==> src/rtl/ball_motion_engine.sv <==
// rtl/ball_motion_engine.sv - multi-ball motion engine with shared update datapath and double-buffered outputs
module ball_motion_engine #(
    parameter int BALL_NUM = 3,
    parameter int X_W      = 10,
    parameter int Y_W      = 10,
    parameter int SCREEN_W = 640,
    parameter int SCREEN_H = 480,
    parameter int RADIUS   = 4,
    parameter int SPEED    = 2
) (
    input  logic                    clock,
    input  logic                    reset,
    input  logic                    enable,
    input  logic                    frame_tick,
    input  logic                    launch,
    input  logic [X_W-1:0]          paddle_x,
    input  logic [Y_W-1:0]          paddle_y,
    input  logic [7:0]              paddle_len,
    output logic [BALL_NUM*X_W-1:0] b_xs,
    output logic [BALL_NUM*Y_W-1:0] b_ys,
    output logic [BALL_NUM-1:0]     b_active,
    output logic                    busy,
    output logic                    miss,
    output logic                    hit_paddle,
    output logic                    overrun
);

    localparam int IDX_W = (BALL_NUM > 1) ? $clog2(BALL_NUM) : 1;
    localparam int SX_W  = X_W + 2;
    localparam int SY_W  = Y_W + 2;

    localparam logic signed [SX_W-1:0] X_LO  = SX_W'(RADIUS);
    localparam logic signed [SX_W-1:0] X_HI  = SX_W'(SCREEN_W - 1 - RADIUS);
    localparam logic signed [SY_W-1:0] Y_LO  = SY_W'(RADIUS);
    localparam logic signed [SY_W-1:0] Y_HI  = SY_W'(SCREEN_H - 1 - RADIUS);
    localparam logic signed [SY_W-1:0] Y_RAD = SY_W'(RADIUS);
    localparam logic signed [SY_W-1:0] Y_ONE = SY_W'(1);
    localparam logic signed [3:0]      V_SPEED   = 4'(SPEED);
    localparam logic signed [3:0]      LAUNCH_DY = -V_SPEED;

    typedef enum logic [2:0] {
        S_IDLE,
        S_CALC,
        S_WRITE,
        S_COMMIT,
        S_LAUNCH
    } state_t;

    state_t state;
    logic [IDX_W-1:0] idx;

    // Shadow copy of every ball; the committed outputs only change at COMMIT or LAUNCH
    logic [X_W-1:0]      sh_x [BALL_NUM];
    logic [Y_W-1:0]      sh_y [BALL_NUM];
    logic signed [3:0]   vx   [BALL_NUM];
    logic signed [3:0]   vy   [BALL_NUM];
    logic [BALL_NUM-1:0] sh_act;

    logic launch_pend;
    logic miss_acc;
    logic hit_acc;

    logic signed [SX_W-1:0] calc_x;
    logic signed [SY_W-1:0] calc_y;

    logic [X_W-1:0]    cur_x;
    logic [Y_W-1:0]    cur_y;
    logic signed [3:0] cur_dx;
    logic signed [3:0] cur_dy;

    logic signed [SX_W-1:0] px_ext;
    logic signed [SX_W-1:0] len_ext;
    logic signed [SY_W-1:0] py_ext;
    logic signed [SY_W-1:0] y_ext;

    logic signed [SX_W-1:0] wr_x;
    logic signed [SY_W-1:0] wr_y;
    logic signed [3:0]      wr_dx;
    logic signed [3:0]      wr_dy;
    logic                   wr_act;
    logic                   wr_hit;
    logic                   wr_miss;

    logic             free_any;
    logic [IDX_W-1:0] free_idx;
    logic [X_W-1:0]   launch_x;
    logic [Y_W-1:0]   launch_y;
    logic signed [3:0] launch_dx;

    // Select the ball currently owned by the shared datapath and widen operands to signed
    always_comb begin
        cur_x   = sh_x[idx];
        cur_y   = sh_y[idx];
        cur_dx  = vx[idx];
        cur_dy  = vy[idx];
        px_ext  = $signed({2'b00, paddle_x});
        len_ext = $signed(SX_W'(paddle_len));
        py_ext  = $signed({2'b00, paddle_y});
        y_ext   = $signed({2'b00, cur_y});
    end

    // Collision rules applied in order to the candidate position computed in CALC
    always_comb begin
        wr_x    = calc_x;
        wr_y    = calc_y;
        wr_dx   = cur_dx;
        wr_dy   = cur_dy;
        wr_act  = 1'b1;
        wr_hit  = 1'b0;
        wr_miss = 1'b0;
        if (wr_x < X_LO) begin
            wr_x  = X_LO;
            wr_dx = -wr_dx;
        end else if (wr_x > X_HI) begin
            wr_x  = X_HI;
            wr_dx = -wr_dx;
        end
        if (wr_y < Y_LO) begin
            wr_y  = Y_LO;
            wr_dy = -wr_dy;
        end
        if ((wr_dy > 4'sd0) && (y_ext + Y_RAD < py_ext) && (wr_y + Y_RAD >= py_ext) &&
            (px_ext <= wr_x) && (wr_x <= px_ext + len_ext)) begin
            wr_y   = py_ext - Y_RAD - Y_ONE;
            wr_dy  = -wr_dy;
            wr_hit = 1'b1;
        end
        if (wr_y > Y_HI) begin
            wr_act  = 1'b0;
            wr_dx   = 4'sd0;
            wr_dy   = 4'sd0;
            wr_miss = 1'b1;
        end
    end

    // Lowest-index free ball and its launch position/velocity
    always_comb begin
        free_any = 1'b0;
        free_idx = '0;
        for (int k = BALL_NUM - 1; k >= 0; k--) begin
            if (!sh_act[k]) begin
                free_any = 1'b1;
                free_idx = IDX_W'(k);
            end
        end
        launch_x  = paddle_x + (X_W'(paddle_len) >> 1);
        launch_y  = paddle_y - Y_W'(RADIUS + 1);
        launch_dx = free_idx[0] ? -4'sd1 : 4'sd1;
    end

    // Sweep FSM, shared datapath registers, commit and launch handling
    always_ff @(posedge clock) begin
        if (!reset) begin
            state       <= S_IDLE;
            idx         <= '0;
            busy        <= 1'b0;
            miss        <= 1'b0;
            hit_paddle  <= 1'b0;
            overrun     <= 1'b0;
            launch_pend <= 1'b0;
            miss_acc    <= 1'b0;
            hit_acc     <= 1'b0;
            calc_x      <= '0;
            calc_y      <= '0;
            b_xs        <= '0;
            b_ys        <= '0;
            b_active    <= '0;
            sh_act      <= '0;
            for (int k = 0; k < BALL_NUM; k++) begin
                sh_x[k] <= '0;
                sh_y[k] <= '0;
                vx[k]   <= '0;
                vy[k]   <= '0;
            end
        end else if (enable) begin
            miss       <= 1'b0;
            hit_paddle <= 1'b0;
            if (frame_tick && busy) begin
                overrun <= 1'b1;
            end
            case (state)
                S_IDLE: begin
                    if (frame_tick) begin
                        idx      <= '0;
                        busy     <= 1'b1;
                        miss_acc <= 1'b0;
                        hit_acc  <= 1'b0;
                        state    <= S_CALC;
                    end else if (launch_pend && free_any) begin
                        state <= S_LAUNCH;
                    end
                end
                S_LAUNCH: begin
                    sh_x[free_idx]              <= launch_x;
                    sh_y[free_idx]              <= launch_y;
                    vx[free_idx]                <= launch_dx;
                    vy[free_idx]                <= LAUNCH_DY;
                    sh_act[free_idx]            <= 1'b1;
                    b_xs[free_idx*X_W +: X_W]   <= launch_x;
                    b_ys[free_idx*Y_W +: Y_W]   <= launch_y;
                    b_active[free_idx]          <= 1'b1;
                    launch_pend                 <= 1'b0;
                    if (frame_tick) begin
                        idx      <= '0;
                        busy     <= 1'b1;
                        miss_acc <= 1'b0;
                        hit_acc  <= 1'b0;
                        state    <= S_CALC;
                    end else begin
                        state <= S_IDLE;
                    end
                end
                S_CALC: begin
                    calc_x <= $signed({2'b00, cur_x}) + SX_W'(cur_dx);
                    calc_y <= $signed({2'b00, cur_y}) + SY_W'(cur_dy);
                    state  <= S_WRITE;
                end
                S_WRITE: begin
                    if (sh_act[idx]) begin
                        sh_x[idx]   <= wr_x[X_W-1:0];
                        sh_y[idx]   <= wr_y[Y_W-1:0];
                        vx[idx]     <= wr_dx;
                        vy[idx]     <= wr_dy;
                        sh_act[idx] <= wr_act;
                        miss_acc    <= miss_acc | wr_miss;
                        hit_acc     <= hit_acc | wr_hit;
                    end
                    if (idx == IDX_W'(BALL_NUM - 1)) begin
                        state <= S_COMMIT;
                    end else begin
                        idx   <= idx + 1'b1;
                        state <= S_CALC;
                    end
                end
                S_COMMIT: begin
                    for (int k = 0; k < BALL_NUM; k++) begin
                        b_xs[k*X_W +: X_W] <= sh_x[k];
                        b_ys[k*Y_W +: Y_W] <= sh_y[k];
                    end
                    b_active   <= sh_act;
                    miss       <= miss_acc;
                    hit_paddle <= hit_acc;
                    busy       <= 1'b0;
                    state      <= S_IDLE;
                end
                default: state <= S_IDLE;
            endcase
            if (launch) begin
                launch_pend <= 1'b1;
            end
        end
    end

endmodule

==> config.mk <==
export PLATFORM = sky130hd
export DESIGN_NAME = ball_motion_engine
export DESIGN_NICKNAME = d
export VERILOG_FILES = /design/src/rtl/ball_motion_engine.sv
export SDC_FILE = /design/constraint.sdc
export NUM_CORES = 1
export LEC_CHECK = 0
export ABC_CLOCK_PERIOD_IN_PS = 5540
export CAP_MARGIN = 0
export CELL_PAD_IN_SITES_DETAIL_PLACEMENT = 0
export CELL_PAD_IN_SITES_GLOBAL_PLACEMENT = 1
export CORE_ASPECT_RATIO = 1.1
export CORE_MARGIN = 1
export CORE_UTILIZATION = 45
export CTS_CLUSTER_SIZE = 40
export DETAILED_ROUTE_END_ITERATION = 10
export PLACE_DENSITY_LB_ADDON = 0.1
export SLEW_MARGIN = 15
export SYNTH_ARGS = -nofsm -noshare
export SYNTH_HDL_FRONTEND = slang
export SYNTH_SLANG_ARGS = --single-unit
==> constraint.sdc <==
create_clock -name clock -period 5.54 [get_ports clock]
set_clock_uncertainty 0.2 [all_clocks]
set_input_delay 1.108 -clock clock [delete_from_list [all_inputs] [get_ports clock]]
set_output_delay 1.108 -clock clock [all_outputs]
set_load 0.1 [all_outputs]
==> results of run 1 <==
-- flip-flops by register name, summed over array words and instances (netlist names), 2 cells and up, named ones only --
register,cells
b_active,3
b_ys,30
b_xs,30
sh_x,40
vx,16
calc_y,12
idx,2
calc_x,12
sh_act,3
state,3
vy,16
sh_y,40
-- power groups by stage --
stage / clock network, uW / logic, uW / registers, uW
3_3_place_gp: 0 / 652 / 1800
2_1_floorplan: 0 / 403 / 1820
6_report: 1700 / 666 / 1770
5_1_grt: 1790 / 734 / 1770
4_1_cts: 1730 / 660 / 1770
3_5_place_dp: 0 / 656 / 1800
-- routing by layer --
metal	track usage [%]	vias up	part of all wire (%)
met5	0	-	0
met4	11.5	0	4.4
met3	2.74	91	4.1
met2	49.0	307	51
met1	33.6	5360	41
li1	-	5382	-
-- synthesized netlist by cell type (all sizes together), types with 5 or more instances --
| master | instances |
|---|---|
| a22oi | 35 |
| nor4 | 8 |
| a21oi | 99 |
| a31oi | 20 |
| clkbuf | 60 |
| o31ai | 6 |
| o311ai | 5 |
| o211ai | 10 |
| nor3 | 36 |
| ha | 90 |
| nand2 | 94 |
| nor2b | 18 |
| edfxtp | 112 |
| o21ai | 61 |
| nand2b | 6 |
| and3 | 9 |
| o31a | 5 |
| nand3 | 33 |
| xnor2 | 45 |
| buf | 13 |
| o21a | 8 |
| nand4 | 9 |
| xor2 | 16 |
| or3 | 8 |
| inv | 75 |
| a222oi | 13 |
| mux4 | 28 |
| and2 | 12 |
| a21o | 23 |
| o21bai | 6 |
| mux2 | 5 |
| a211oi | 63 |
| nor4b | 6 |
| nor2 | 173 |
| dfxtp | 104 |
-- worst min path at each step --
stage / end / slack [ps] / cells past startpoint
floorplan: calc_x[0]$_SDFFE_PN0P_ / 230 / 2
global placement: hit_paddle$_SDFFE_PN0P_ / 250 / 2
detailed placement: calc_y[0]$_SDFFE_PN0P_ / 250 / 2
CTS: calc_y[0]$_SDFFE_PN0P_ / 260 / 2
global route: calc_y[0]$_SDFFE_PN0P_ / 280 / 2
finish: hit_paddle$_SDFFE_PN0P_ / 260 / 2
-- per-stage QoR --
step | setup TNS [ps] | power (uW) | hold slack (ps)
after floorplan | 0 | 2230 | 233
after global placement | -14870 | 2450 | 247
after detailed placement | -22060 | 2460 | 253
after CTS | 0 | 4160 | 260
after global routing | 0 | 4300 | 281
final | 0 | 4140 | 261
-- layout make-up --
class                           instances  area (um^2)  share of cell area (%)
Timing Repair Buffer                  162         1490                    9.44
Clock inverter                          6         50.0                   0.317
Inverter                               75          282                    1.78
Clock buffer                           42          826                    5.23
Tap cell                              368          460                    2.92
Sequential cell                       216         5450                    34.5
Multi-Input combinational cell       1035         7230                    45.8
-- cell usage in the layout, fill, tap and decap left out, drive strengths merged, types with 6 or more instances in the layout --
cell,count
nor2,173
edfxtp,112
dfxtp,104
clkdlybuf4s50,99
a21oi,99
nand2,94
ha,90
inv,77
a211oi,63
buf,63
o21ai,61
xnor2,45
clkbuf,42
nor3,36
a22oi,35
nand3,33
conb,29
mux4,28
a21o,23
a31oi,20
nor2b,18
xor2,16
a222oi,13
and2,12
o211ai,10
and3,9
nand4,9
nor4,8
o21a,8
or3,8
o21bai,6
nand2b,6
nor4b,6
o31ai,6
-- cell families (layout without fill, tap and decap cells) --
logic type / after synthesis / in the layout / share of synthesized area (%)
muxes: 37 / 37 / 5.57
adders and majority gates: 94 / 94 / 9.24
other: 1 / 29 / 0.0287
and+or+nand+nor: 429 / 429 / 15.1
AOI/OAI and AO/OA: 385 / 385 / 19.8
DFF: 216 / 216 / 41.7
xor gates and xnor gates: 61 / 61 / 4.09
buffers and inverters: 148 / 285 / 4.45
-- critical path, delay by kind of cell --
family | cells | cell delay (ps)
buffers and inverters | 2 | 620
AO/OA/AOI/OAI | 10 | 1960
adder cells (fa/ha/maj) | 3 | 930
XOR/XNOR | 1 | 130
AND/OR/NAND/NOR | 4 | 730
==> impl_metrics.ini, run 1 <==
[floorplan]
start_util_pct = 45.6
fp-row-count = 65
placeableCoreArea_um2 = 28600
fp.dieArea_um2 = 29700
die_h_um = 181
die_w_um = 164
pin_count = 100

[power_and_ir_drop]
irDropWorstVdd_mv = 0.198
pwr-share-clk_pct = 41.2
p_seq_share_pct = 42.7
leakage_uw = 0.00606
p_comb_share_pct = 16.1
intPower_uw = 3000
swShare_pct = 27.4
power.switching_uw = 1130
cellPowerDensity_nw_per_um2 = 262

[finish]
nFillCells = 2642
diodes = 0
final_area_um2 = 15800
final_nets = 1643
final_cells = 1904
area_delta_synth_final_pct = 20.8
final_core_utilization_pct = 55.1
drive_gt1_share_pct = 11.1

[drt]
totalWireLength_um = 40300
drt_iter0_markers = 834
post-route-drc-count = 0
ant_nets = 0
vias = 11100
detail_route.wl_per_cell_um = 21.1
drtPass1Iterations = 5
vias_per_cell = 5.85

[yosys]
synth-async-reset-ratio_pct = 0
ys_seq_area_share_pct = 41.7
synth_top_area_share_pct = 25.8
netlist_instances = 1371
syn_area_um2 = 13100
syn_avg_cell_area_um2 = 9.52
synth_seq_cells = 216
yosysWarningCount = 0
synth_area_leaders = edfxtp_1 (26%), dfxtp_1 (16%), ha_1 (8.6%)
yosys.area.top_type = edfxtp_1
synth_flop_cell = edfxtp_1
ys_types = 67
synth_edf_count = 112

[critical_path]
slowest_delay_ps = 440
path_class = input port to flip-flop
endpoint_kind = flip-flop
rr_startpoint = calc_y[6]$_SDFFE_PN0P_
r2r_slack_ps = 610
worstPathCellList = clkdlybuf4s50_1, ha_1, fa_1, a21oi_1, nor2_1, nor2_1, o21bai_1, a21oi_2, o21bai_1, a21o_1, xnor2_1, ha_1, a21o_1, a211o_1, nor2_1, a31oi_4, or3_4, buf_4, o31a_1, a211oi_1
startpoint = paddle_x[0]
r2r_cells = 20
crit_end = sh_y[1][8]$_SDFFCE_PN0P_
critPathMostFrequentCell = nor2_1
arrival_ps = 5480
cp_slowest_cell = clkdlybuf4s50_1
cp_max_fo = 6
crit_required_ps = 5690
rr_endpoint = sh_y[1][8]$_SDFFCE_PN0P_
start_kind = input port

[grt]
gr-total-overflow = 0
grt_start_max_net_pins = 43
grt_pass1_vias = 11000
antenna_found_initial = 0
grtUsageTotal_pct = 27.5
grt_pass1_wl_um = 62400

[clocking]
insertion_delay_ps = 540
post_cts_buffers = 0
clockBufferDepth = 3
hold_buffers = 0
clk_pin_slew_worst_paths_ps = 60
cts_buffers = 26
ctsRootBufferMaster = clkbuf_16
cts_tree = built
cts_sinks = 216
cts-htree-levels = 1
ctsResizeCount = 0

[placed_design]
gp_congestion = 0.932
place_hpwl_um = 30000
placed_area_um2 = 14800
dpl.cell_count = 1856
preCtsSetupSlack_ps = -413
place.port_buffers = 99

[job]
cap_violations = 0

[sta]
fin_crit_ps = 5330
setup_ws_ps = 206
fmax_mhz = 187
slew_headroom_pct = 32.6
hold_violations = 0
slew_violations = 0
rsz0062_at_grt = no
worst_pin_slew_ps = 1010
finalSetupViolCount = 0
period_share_pct = 96.3

[hold_path]
min-delay-start = hit_paddle$_SDFFE_PN0P_
hp-class = flip-flop to flip-flop

[status]
outcome = finished, final reports clean
(Power assumes the default switching activity.)
==> run 2, diff against run 1 <==
Settings changed: CORE_MARGIN 1 to unset.
==> results of run 2 <==
Final layout, timing and power as in run 1 (identical DEF).
==> run 3, diff against run 2 <==
Settings changed: ABC_AREA set to 1.
==> run 3 against run 2 <==
Compared with the run above:
- the run now ends with DRC left
- critical path depth grew 10
- critical path type unchanged
- sequential share of layout area is essentially flat
- synthesized cell count grew 22%
- first-iteration DRC count shrank 1.1%
- largest cell class unchanged
==> impl_metrics.ini, run 3 <==
[drt]
drt_iter0_markers = 825
vias = 11900
drtPass1Iterations = 9
ant_nets = 0
vias_per_cell = 5.40
totalWireLength_um = 41500
detail_route.wl_per_cell_um = 18.8
post-route-drc-count = 10

[power_and_ir_drop]
leakage_uw = 0.00694
total_power_uw = 4840
cellPowerDensity_nw_per_um2 = 307
irDropWorstVdd_mv = 0.222

[grt]
use_met3_pct = 2.19
grtUsageTotal_pct = 27.9
top_usage_layer = met2
grt_start_max_net_pins = 78
gr-total-overflow = 0
grt_pass1_wl_um = 63400
grt_pass1_vias = 11400
grt_use_met1_pct = 33.7
grt.met2_usage_pct = 49.9
antenna_found_initial = 0

[floorplan]
fp-row-count = 65
die_w_um = 165
start_util_pct = 45.9
die_h_um = 182
placeableCoreArea_um2 = 28800
fp.dieArea_um2 = 30100
pin_count = 100

[critical_path]
path_class = input port to flip-flop
slowest_delay_ps = 420
crit_family = simple AND/OR/NAND/NOR gates
critPathMostFrequentCell = nor2_1
crit_required_ps = 5600
start_kind = input port
r2r_cells = 27
rr_startpoint = calc_y[7]$_SDFFE_PN0P_
worst-path-buf-inv = 3
arrival_ps = 5250
cp_slowest_cell = clkdlybuf4s50_1
worst-path-stages = 30
endpoint_kind = flip-flop
cp_max_fo = 5
startpoint = paddle_x[0]

[sta]
fin_crit_ps = 5190
finalSetupViolCount = 0
fmax_mhz = 193
setup_ws_ps = 353
period_share_pct = 93.6
slew_headroom_pct = 32.8
setup_tns_ps = 0
hold_violations = 0
rsz0062_at_grt = no
worst_pin_slew_ps = 1000
slew_violations = 0
whs_ps = 256

[yosys]
synth_area_leaders = edfxtp_1 (25%), dfxtp_1 (16%), ha_1 (8.5%)
synthMuxAreaShare_pct = 0
synth_top_area_share_pct = 25.4
synth_compound_area_share_pct = 18.3
netlist_instances = 1674
synth-async-reset-ratio_pct = 0
synth.most_common_cell = nand2_1
syn_avg_cell_area_um2 = 7.90
yosysWarningCount = 0
synthTopCellsByCount = nand2_1 (283), a21oi_1 (214), inv_1 (202)
synth_top_family_by_area = simple AND/OR/NAND/NOR gates
synth_seq_cells = 216
ys_seq_area_share_pct = 41.2
syn_area_um2 = 13200
synth_flop_cell = edfxtp_1
yosys.area.top_type = edfxtp_1
synth-simple-area-share_pct = 18.7
synth_edf_count = 112
synth_xor_area_share_pct = 4.17
synthAdderAreaFrac_pct = 9.12
ys_types = 53

[clocking]
cts_sinks = 216
cts_tree = built
cts_buffers = 25
clockBufferDepth = 3
cts-htree-levels = 1
ctsRootBufferMaster = clkbuf_16
hold_buffers = 0
insertion_delay_ps = 550
clk_pin_slew_worst_paths_ps = 60

[finish]
final_common_cell = nand2_1
diodes = 0
area_delta_synth_final_pct = 19.2
top_regs = sh_x x40, sh_y x40
final_area_um2 = 15800
drive_gt1_share_pct = 8.32
final_nets = 1947
final_cell_mix = nand2_1 (282), a21oi_1 (213), inv_1 (202)

[job]
cap_violations = 0

[hold_path]
min_path_cells = 2
min-delay-start = overrun$_SDFFE_PN0P_
hp-class = flip-flop to flip-flop

[placed_design]
preCtsSetupSlack_ps = -304
placed_area_um2 = 14900
place.port_buffers = 99
place_hpwl_um = 31100
gp_congestion = 0.879

[status]
violations = DRC
outcome = finished, violations left
## run 3: metal layers
layer  share of wire [%]  vias to the layer above
met5                   0                        -
met4                 4.6                        0
met3                 4.1                       93
met2                  51                      331
met1                  41                     5612
li1                    -                     5887
## run 3: kinds of logic (layout without fill, tap and decap cells)
group	after synthesis	after routing
and+or+nand+nor	576	577
AOI/OAI and AO/OA	444	444
buffers and inverters	280	416
DFF	216	216
adders and majority gates	94	94
xor gates and xnor gates	63	63
other	1	29
## run 3: cell type report
class	count	area (um^2)
clock buffer	31	668
clock inverter	15	139
fill	2788	13000
inverter	212	798
multi-input combinational	1207	6800
sequential	216	5450
tap	368	460
timing repair buffer	158	1450
## run 3: path summary, 6_finish.rpt
check        slack, ps                      to
min reg2reg        260    overrun$_SDFFE_PN0P_
min                260    overrun$_SDFFE_PN0P_
max reg2reg        690  vx[1][0]$_SDFFCE_PN0P_
max                350  vx[1][0]$_SDFFCE_PN0P_
## run 3: where the power goes
| group | internal, uW | total, uW | switching [uW] | leakage [uW] |
|---|---|---|---|---|
| Clock | 952 | 1630 | 682 | 0.000391 |
| Sequential | 1760 | 1810 | 48.6 | 0.00197 |
| Combinational | 456 | 1390 | 937 | 0.00458 |
| Total | 3170 | 4840 | 1670 | 0.00694 |
## run 3: what timing repair did
action / 4_1_cts / 5_1_grt
setup buffers: 0 / 1
resized for setup: 0 / 7
setup endpoints to repair: 0 / 41
## run 3: through the flow
step                cells  util, %
finish               2207     54.8
global route         2207     54.8
CTS                  2205     54.6
detailed placement   2159     51.8
global placement     2159     51.8
floorplan            1702        -
## run 3: worst register-to-register path: cells and delay by family (launching register included)
family | cells | cell delay (ps)
flip-flops | 1 | 330
AND/OR/NAND/NOR | 16 | 1760
buffers and inverters | 4 | 630
XOR/XNOR | 1 | 160
adder cells (fa/ha/maj) | 3 | 1000
AO/OA/AOI/OAI | 3 | 550
